[src/rtl/hilo_muldiv_pkg.sv]
// Shared encodings for the HI/LO multiply/divide unit: operation codes,
// FSM states and the zero word.
package hilo_muldiv_pkg;

    localparam logic [1:0] MD_MULT  = 2'd0;
    localparam logic [1:0] MD_MULTU = 2'd1;
    localparam logic [1:0] MD_DIV   = 2'd2;
    localparam logic [1:0] MD_DIVU  = 2'd3;

    localparam logic [31:0] ZERO_WORD = 32'h0000_0000;

    typedef enum logic [1:0] {
        ST_IDLE   = 2'd0,
        ST_RUN    = 2'd1,
        ST_FINISH = 2'd2
    } md_state_t;

endpackage

[src/rtl/muldiv_iter_core.sv]
// Unsigned iterative datapath: radix-2 shift-add multiply and restoring
// shift-subtract divide, one bit per step, with its own iteration counter.
module muldiv_iter_core #(
    parameter int WIDTH = 32
) (
    input  logic                 clock,
    input  logic                 reset,
    input  logic                 load,
    input  logic                 step,
    input  logic                 is_div,
    input  logic [WIDTH-1:0]     a_mag,
    input  logic [WIDTH-1:0]     b_mag,
    output logic [2*WIDTH-1:0]   acc,
    output logic                 count_last
);

    localparam int CW = $clog2(WIDTH) + 1;
    localparam logic [CW-1:0] LAST = CW'(WIDTH - 1);

    logic [2*WIDTH-1:0] acc_reg, acc_next;
    logic [WIDTH-1:0]   m_reg;
    logic               is_div_reg;
    logic [CW-1:0]      count_reg;

    logic [WIDTH:0]     mul_sum;
    logic [WIDTH:0]     div_shift;
    logic [WIDTH:0]     div_diff;

    // Multiply: low half holds the multiplier, upper half accumulates.
    // Divide: upper half is the partial remainder, low half shifts the
    // dividend out while quotient bits shift in.
    always_comb begin
        mul_sum   = {1'b0, acc_reg[2*WIDTH-1:WIDTH]} + (acc_reg[0] ? {1'b0, m_reg} : '0);
        div_shift = acc_reg[2*WIDTH-1:WIDTH-1];
        div_diff  = div_shift - {1'b0, m_reg};
        if (is_div_reg) begin
            acc_next = {(div_diff[WIDTH] ? div_shift[WIDTH-1:0] : div_diff[WIDTH-1:0]),
                        acc_reg[WIDTH-2:0], ~div_diff[WIDTH]};
        end else begin
            acc_next = {mul_sum, acc_reg[WIDTH-1:1]};
        end
    end

    always_ff @(posedge clock) begin
        if (reset) begin
            acc_reg    <= '0;
            m_reg      <= '0;
            is_div_reg <= 1'b0;
            count_reg  <= '0;
        end else if (load) begin
            acc_reg    <= {{WIDTH{1'b0}}, (is_div ? a_mag : b_mag)};
            m_reg      <= is_div ? b_mag : a_mag;
            is_div_reg <= is_div;
            count_reg  <= '0;
        end else if (step) begin
            acc_reg    <= acc_next;
            count_reg  <= count_reg + 1'b1;
        end
    end

    assign acc        = acc_reg;
    assign count_last = (count_reg == LAST);

endmodule

[src/rtl/hilo_muldiv.sv]
// MIPS HI/LO multiply/divide unit: control FSM, sign fix-up, HI/LO
// registers and MTHI/MTLO around the iterative unsigned core.
module hilo_muldiv
    import hilo_muldiv_pkg::*;
#(
    parameter int WIDTH = 32
) (
    input  logic               clock,
    input  logic               reset,
    input  logic               Start,
    input  logic [1:0]         Op,
    input  logic [WIDTH-1:0]   OperandA,
    input  logic [WIDTH-1:0]   OperandB,
    input  logic [1:0]         HiLoWrite,
    input  logic [WIDTH-1:0]   HiLoWriteData,
    output logic               Busy,
    output logic               Done,
    output logic               DivByZero,
    output logic [WIDTH-1:0]   Hi,
    output logic [WIDTH-1:0]   Lo
);

    md_state_t          state_reg, state_next;
    logic [1:0]         op_reg, op_next;
    logic               neg_q_reg, neg_q_next;
    logic               neg_r_reg, neg_r_next;
    logic               zero_reg, zero_next;
    logic [WIDTH-1:0]   hi_reg, hi_next;
    logic [WIDTH-1:0]   lo_reg, lo_next;
    logic               done_reg, done_next;
    logic               dbz_reg, dbz_next;

    logic               load, step, count_last;
    logic [2*WIDTH-1:0] acc;
    logic [2*WIDTH-1:0] product;
    logic               signed_op, a_neg, b_neg, div_zero;
    logic [WIDTH-1:0]   a_mag, b_mag;

    // Magnitudes fit in WIDTH bits unsigned, so the most negative value
    // needs no special case.
    assign signed_op = (Op == MD_MULT) || (Op == MD_DIV);
    assign a_neg     = signed_op && OperandA[WIDTH-1];
    assign b_neg     = signed_op && OperandB[WIDTH-1];
    assign a_mag     = a_neg ? (~OperandA + 1'b1) : OperandA;
    assign b_mag     = b_neg ? (~OperandB + 1'b1) : OperandB;
    assign div_zero  = Op[1] && (OperandB == '0);
    assign product   = neg_q_reg ? (~acc + 1'b1) : acc;

    muldiv_iter_core #(.WIDTH(WIDTH)) u_core (
        .clock      (clock),
        .reset      (reset),
        .load       (load),
        .step       (step),
        .is_div     (Op[1]),
        .a_mag      (a_mag),
        .b_mag      (b_mag),
        .acc        (acc),
        .count_last (count_last)
    );

    always_comb begin
        state_next = state_reg;
        op_next    = op_reg;
        neg_q_next = neg_q_reg;
        neg_r_next = neg_r_reg;
        zero_next  = zero_reg;
        hi_next    = hi_reg;
        lo_next    = lo_reg;
        done_next  = 1'b0;
        dbz_next   = 1'b0;
        load       = 1'b0;
        step       = 1'b0;
        case (state_reg)
            ST_IDLE: begin
                if (Start) begin
                    load       = 1'b1;
                    op_next    = Op;
                    neg_q_next = a_neg ^ b_neg;
                    neg_r_next = a_neg;
                    zero_next  = div_zero;
                    state_next = div_zero ? ST_FINISH : ST_RUN;
                end else begin
                    if (HiLoWrite[1]) hi_next = HiLoWriteData;
                    if (HiLoWrite[0]) lo_next = HiLoWriteData;
                end
            end
            ST_RUN: begin
                step = 1'b1;
                if (count_last) state_next = ST_FINISH;
            end
            ST_FINISH: begin
                done_next  = 1'b1;
                state_next = ST_IDLE;
                if (zero_reg) begin
                    dbz_next = 1'b1;
                end else if (op_reg[1]) begin
                    lo_next = neg_q_reg ? (~acc[WIDTH-1:0] + 1'b1) : acc[WIDTH-1:0];
                    hi_next = neg_r_reg ? (~acc[2*WIDTH-1:WIDTH] + 1'b1) : acc[2*WIDTH-1:WIDTH];
                end else begin
                    hi_next = product[2*WIDTH-1:WIDTH];
                    lo_next = product[WIDTH-1:0];
                end
            end
            default: state_next = ST_IDLE;
        endcase
    end

    always_ff @(posedge clock) begin
        if (reset) begin
            state_reg <= ST_IDLE;
            op_reg    <= MD_MULT;
            neg_q_reg <= 1'b0;
            neg_r_reg <= 1'b0;
            zero_reg  <= 1'b0;
            hi_reg    <= '0;
            lo_reg    <= '0;
            done_reg  <= 1'b0;
            dbz_reg   <= 1'b0;
        end else begin
            state_reg <= state_next;
            op_reg    <= op_next;
            neg_q_reg <= neg_q_next;
            neg_r_reg <= neg_r_next;
            zero_reg  <= zero_next;
            hi_reg    <= hi_next;
            lo_reg    <= lo_next;
            done_reg  <= done_next;
            dbz_reg   <= dbz_next;
        end
    end

    assign Busy      = (state_reg != ST_IDLE);
    assign Done      = done_reg;
    assign DivByZero = dbz_reg;
    assign Hi        = hi_reg;
    assign Lo        = lo_reg;

endmodule

[config.mk]
export PLATFORM = sky130hd
export DESIGN_NAME = hilo_muldiv
export DESIGN_NICKNAME = d
export VERILOG_FILES = /design/src/rtl/hilo_muldiv_pkg.sv /design/src/rtl/muldiv_iter_core.sv /design/src/rtl/hilo_muldiv.sv
export SDC_FILE = /design/constraint.sdc
export NUM_CORES = 1
export LEC_CHECK = 0
export BUFFER_PORTS_ARGS = -buffer_cell sky130_fd_sc_hd__buf_2
export CORE_MARGIN = 1
export CORE_UTILIZATION = 25
export CTS_BUF_LIST = sky130_fd_sc_hd__clkbuf_8 sky130_fd_sc_hd__clkbuf_16
export DETAILED_ROUTE_END_ITERATION = 8
export PLACE_DENSITY = 0.52
export SETUP_SLACK_MARGIN = 0.05
export SLEW_MARGIN = 20
export SYNTH_ARGS = -nofsm -noshare
export SYNTH_HDL_FRONTEND = slang
export SYNTH_SLANG_ARGS = --single-unit
[constraint.sdc]
create_clock -name clock -period 4.55 [get_ports clock]
set_input_delay 0.455 -clock clock [delete_from_list [all_inputs] [get_ports clock]]
set_output_delay 0.455 -clock clock [all_outputs]
set_load 0.02 [all_outputs]
==> run metrics, run 1 <==
status=completed; die area=~60000 um2; Ports=170; # port buffers=169; row cnt=between 80 and 90; nets=between 2000 and 2500; die height=246 um; Req. time, crit path=4900 ps; Routed WL=around 60 mm; post-cts hold buffer count=0; CTS tree=built; critical path launch point type=flip-flop; synthesized area=about 15000 um2; number of buffers created by CTS=17; Starting DRT DRC Count=1397; Post-CTS Resized=0; clock tree buffer depth=2; Async SR Flop Fraction=0%; Antenna Cells=0; post-DP HPWL=~48 mm; most frequent CP cell=a31oi_1; Syn-to-layout area delta=14.8%; number of synthesized flops with an enable pin=0; pwr/cell area=~330 nW/um2; post-synth net total=around 2300; Hold Vio Cnt, Final=0; power share of the combinational group=between 40% and 50%; fin crit share=approximately 87%; slew margin rel.=between 20% and 30%; max-cap check violation count=0; total power draw=between 0.005 and 0.006 W; Yosys top cell area share=a little under a quarter; Initial Util=between 20% and 30%; total gr overflow=0; Slew Limit Fails=0; Pint=between 0.003 and 0.004 W; Leakage=~6.7 nW; clock latency on the worst-skew pair=470 ps; initial antenna violation count=5; routed vias=~16000; Critical Path, Cell by Cell=ha_1 > nor2_1 > a211oi_1 > o211ai_1 > a31oi_1 > o21ai_0 > a2111oi_0 > mux2i_1 > o31ai_1 > a31oi_1; Psw=between 0.002 and 0.0025 W; largest net degree at the start of global routing=83; Clock Power Share=between 20 and 30%; VDD IR max=roughly 280 uV; synthesized area per cell=slightly above 7 um2; drt drc=0; CP max stage cell=a2111oi_0; Critical path origin=u_core.acc[33]; crit end category=flip-flop; Reg-to-Reg Start=u_core.acc[33]; Root Buffer=clkbuf_16; CP peak stage delay=about 700 ps; fill cell count=around 6400; die width=approximately 250 um; unrepaired setup endpoints after global routing=no; Hold Startpoint=HiLoWriteData[15]; RD Place Congestion=approximately 1.0; register area share after synthesis=around a quarter; CP max FO=10; Hold Path Class=in2reg; Synth Register Bits=174; top cell types by occurrence after synthesis=262 x nor2_1, 225 x a21oi_1, 211 x nand2_1; global-route wire length before repair=91.1 mm; proportion of layout cells with a drive suffix above 1=between 10% and 20%; post-route ant nets=0; CORE AREA=between 50000 and 60000 um2; Total GRT Usage=between 10% and 20%; Largest register FFs=64; cell accounting for the most synthesized area=dfxtp_1; vias in the first global route=approximately 15000; power share of the sequential group=32.2%; # setup viols final=0; count leader, synth=nor2_1; critical path arrival=~4300 ps; WL per Instance=roughly 20 um; Clock Sinks=between 150 and 200; Clock Skews=approximately 13 ps; switch share=about two fifths; slew at the pin closest to its max-slew limit=roughly 1100 ps; Final TNS setup=0 ps; top_reg_cell synth=dfxtp_1; min Tclk post-route=~3900 ps; yosys warns=0; synth unique cells=between 70 and 80; post-synthesis instance total=between 2000 and 2500; Pre-Repair DR Iteration Count=7; vias per std cell=5.41; post-CTS setup buffer count=0; worst setup path class=reg2reg; H-Tree Depth=4; clock-pin slew on the worst setup and hold paths=80 ps; top cells by area, synth=dfxtp_1 23%, a21oi_1 7.6%, nor2_1 6.6%, ha_1 5.8%, nand2_1 5.3%; Max Clk Rate=253 MHz
## layer usage
| metal | track usage, % | share of wire (%) |
|---|---|---|
| met4 | 6.34 | 2.8 |
| met3 | 3.63 | 6.8 |
| met2 | 31.5 | 45 |
| met5 | 0 | 0.095 |
| met1 | 26.4 | 45 |
## cell usage in the layout (no fill, tap or decap), drive strengths merged, types with 69 or more instances in the layout
master / synthesis / layout
ha: 69 / 69
dfxtp: 174 / 174
nand2: 211 / 211
a211oi: 70 / 70
a21oi: 225 / 225
xor2: 87 / 87
xnor2: 79 / 79
buf: 22 / 218
nor2: 264 / 264
o21ai: 139 / 139
## area by class of cell
| class | count | area [um2] | share of cell area, % |
|---|---|---|---|
| multi-input combinational | 1695 | 10600 | 62.0 |
| sequential | 174 | 3480 | 20.4 |
| clock buffer | 18 | 439 | 2.57 |
| tap | 773 | 967 | 5.66 |
| timing repair buffer | 218 | 1220 | 7.12 |
| clock inverter | 12 | 138 | 0.806 |
| inverter | 63 | 236 | 1.38 |
## worst paths after layout
kind | end | slack (ps) | depth (start not counted)
min | Hi[15] | 310 | 3
max | u_core.acc[63] | 600 | 10
max reg2reg | u_core.acc[63] | 600 | 10
min reg2reg | u_core.m_reg[9] | 450 | 2
## per-stage QoR
step	utilization (%)	instances	instance area [um2]	hold slack [ps]	setup WS [ps]
detailed placement	28.0	2923	16500	446	668
finish	29.0	2953	17100	315	600
global placement	28.0	2923	16500	441	659
CTS	29.0	2953	17100	290	658
floorplan	-	2082	14900	432	1170
global route	29.0	2953	17100	313	352
## worst max-delay path, delay by kind of cell, from the launching register on
family,cells,cell delay [ps]
multiplexers,1,170
flip-flops,1,580
adder cells (fa/ha/maj),1,320
AO/OA/AOI/OAI,7,2680
AND/OR/NAND/NOR,1,60
## cells by family (layout without fill, tap and decap cells)
group	Yosys count	count (layout)	share of synthesized area, %
mux	47	47	3.19
flops	174	174	23.4
compound gates	698	698	30.1
fa+ha+maj	71	71	6.07
simple gates	713	713	21.9
buf+inv	213	311	5.55
xor+xnor	166	166	9.77
## power groups by stage
stage	clock, W	combinational (W)	sequential (W)
after CTS	0.00154	0.00225	0.00180
after global placement	0	0.00223	0.00184
after detailed placement	0	0.00224	0.00184
final	0.00152	0.00228	0.00181
after floorplan	0	0.00150	0.00183
after global routing	0.00160	0.00249	0.00183
Power figures use the tool's default switching activity.
==> run 2: changes to the inputs <==
--- a/config.mk
+++ b/config.mk
@@ -15,4 +15,5 @@
 export SLEW_MARGIN = 20
 export SYNTH_ARGS = -nofsm -noshare
 export SYNTH_HDL_FRONTEND = slang
+export SYNTH_HIERARCHICAL = 1
 export SYNTH_SLANG_ARGS = --single-unit
==> run metrics, run 2 <==
status=completed; post-synthesis instance total=2059; CORE AREA=about 60000 um2; proportion of layout cells with a drive suffix above 1=13.5%; Critical path origin=u_core/acc[0]; Routed WL=~62 mm; Clock Skews=around 16 ps; M3 GR Usage=about 3%; largest net degree at the start of global routing=99; post-route ant nets=0; Hold Vio Cnt, Final=0; Finished Layout Cells=about 2900; Async SR Flop Fraction=0%; Syn-to-layout area delta=14.0%; Slew Limit Fails=0; slew margin rel.=around 30%; post-DP HPWL=between 40 and 50 mm; synthesized area=roughly 16000 um2; global routing usage on met1=between 20% and 30%; post-synth net total=between 2000 and 2500; top cells by area, synth=dfxtp_1 23%, a211oi_1 6.7%, mux2i_1 6.6%, nor2_1 5.8%, ha_1 5.6%; # setup viols final=0; vias per std cell=~5.6; top cell types by occurrence after synthesis=240 x nor2_1, 175 x dfxtp_1, 153 x a21oi_1; CTS tree=built; crit end category=flip-flop; slew at the pin closest to its max-slew limit=1050 ps; nets=roughly 2300; routed vias=around 16000; CP max stage cell=dfxtp_1; CP max FO=24; # port buffers=169; register area share after synthesis=a little under a quarter; clock latency on the worst-skew pair=approximately 470 ps; count leader, synth=nor2_1; Final TNS setup=0 ps; post-cts hold buffer count=0; drt drc=0; power share of the combinational group=33.8%; cell accounting for the most synthesized area=dfxtp_1; vias in the first global route=between 15000 and 20000; busiest grt layer=met2; Synth Register Bits=roughly 180; Critical Path, Cell by Cell=buf_4 > and2_1 > ha_1 > a21oi_1 > inv_1 > o311ai_0 > and2_1 > a21boi_1 > o41ai_2 > a41o_1 > o31a_1 > a41o_1; fill cell count=roughly 6700; Initial Util=25.5%; placed cells=between 2000 and 3000; Hold Startpoint=HiLoWriteData[29]; max-cap check violation count=0; pwr/cell area=287 nW/um2; number of synthesized flops with an enable pin=0; Root Buffer=clkbuf_16; initial antenna violation count=2; row cnt=90; fin crit share=88.2%; Pre-Repair DR Iteration Count=6; global-route wire length before repair=93.9 mm; Clock Sinks=approximately 180; Ports=170; most common cell after layout, fill and taps aside=nor2_1; switch share=between 30 and 40%; Reg-to-Reg Start=u_core/acc[0]; Yosys top cell area share=between 20% and 30%; Max Clk Rate=roughly 250 MHz; WL per Instance=approximately 21 um; synth unique cells=88; RD Place Congestion=0.929; Largest register FFs=64; power share of the sequential group=a little over a third; Total GRT Usage=between 10% and 20%; post-CTS setup buffer count=0; top_reg_cell synth=dfxtp_1; critical path arrival=roughly 4400 ps; GR Layer Usage met2=31.3%; number of buffers created by CTS=17; die height=between 200 and 300 um; min Tclk post-route=4010 ps; Leakage=~7 nW; Psw=about 0.0020 W; Clock Power Share=30.6%; VDD IR max=248 uV; unrepaired setup endpoints after global routing=no; H-Tree Depth=4; clock tree buffer depth=2; CP peak stage delay=950 ps; die area=63100 um2; Hold Path Class=in2reg; critical path launch point type=flip-flop; Req. time, crit path=4910 ps; yosys warns=6; Starting DRT DRC Count=about 1300; synthesized area per cell=between 7 and 8 um2; Post-CTS Resized=0; most frequent cells in the layout=239 x nor2_1, 174 x dfxtp_1, 167 x buf_2; Pint=between 0.003 and 0.004 W; worst setup path class=reg2reg; die width=roughly 250 um; clock-pin slew on the worst setup and hold paths=70 ps; total gr overflow=0
run 2: cell types whose count changed in the layout (fill, tap and decap cells not counted), moves of 20 or more:
| cell | before | now |
|---|---|---|
| a21oi_1 | 225 | 153 |
| o211ai_1 | 56 | 16 |
| and2_1 | 6 | 39 |
| mux2i_1 | 44 | 103 |
| nor2_1 | 260 | 239 |
| nand2_1 | 210 | 120 |
| o21ai_0 | 136 | 116 |
| a211oi_1 | 69 | 139 |
run 2: power by group through the flow:
stage / Sequential (W) / Clock [W] / Combinational (W)
floorplan: 0.00180 / 0 / 0.00118
global placement: 0.00184 / 0 / 0.00167
detailed placement: 0.00185 / 0 / 0.00169
CTS: 0.00181 / 0.00158 / 0.00169
global route: 0.00183 / 0.00165 / 0.00187
finish: 0.00181 / 0.00156 / 0.00172
run 2: cell families after synthesis:
logic type | synth area share, %
mux | 6.71
flops | 22.6
compound gates | 29.2
fa+ha+maj | 5.82
buf+inv | 5.37
simple gates | 20.9
xor+xnor | 9.42
run 2: final timing paths:
kind	slack, ps	cells past startpoint	to
worst min-delay path	280	3	Lo[29]
worst min register to register	460	2	Lo[8]
worst max register to register	540	12	u_core/acc[63]
worst max-delay path	540	12	u_core/acc[63]
run 2: through the flow:
| step | total power [W] | setup slack (ps) | instance area (um2) | hold WS [ps] | utilization, % |
|---|---|---|---|---|---|
| global placement | 0.00352 | 649 | 17100 | 450 | 28.1 |
| finish | 0.00509 | 539 | 17700 | 278 | 29.1 |
| global route | 0.00535 | 204 | 17700 | 270 | 29.1 |
| CTS | 0.00509 | 586 | 17700 | 257 | 29.1 |
| detailed placement | 0.00353 | 605 | 17100 | 445 | 28.1 |
| floorplan | 0.00297 | 1270 | 15500 | 459 | - |
run 2: final cells by class:
type | instances | area (um2) | share of cell area, %
repair buffers | 209 | 1150 | 6.50
multi-input cells | 1677 | 11200 | 63.3
flip-flops and latches | 175 | 3500 | 19.8
well taps | 782 | 978 | 5.52
clock buffers | 20 | 467 | 2.64
clock inverters | 12 | 134 | 0.756
inverters | 70 | 265 | 1.50
diodes | 1 | 2.50 | 0.0141
run 2: per-layer routing:
layer  wire length (um)  vias up
li1                   -     7810
met1              27600     8021
met2              28900      556
met3               3540       77
met4               1960        0
met5                  0        -
run 2: critical path, delay by kind of cell, from the launching register on:
family	cells	cell delay, ps
compound gates	7	1910
flops	1	950
simple gates	2	330
buf+inv	2	400
fa+ha+maj	1	310
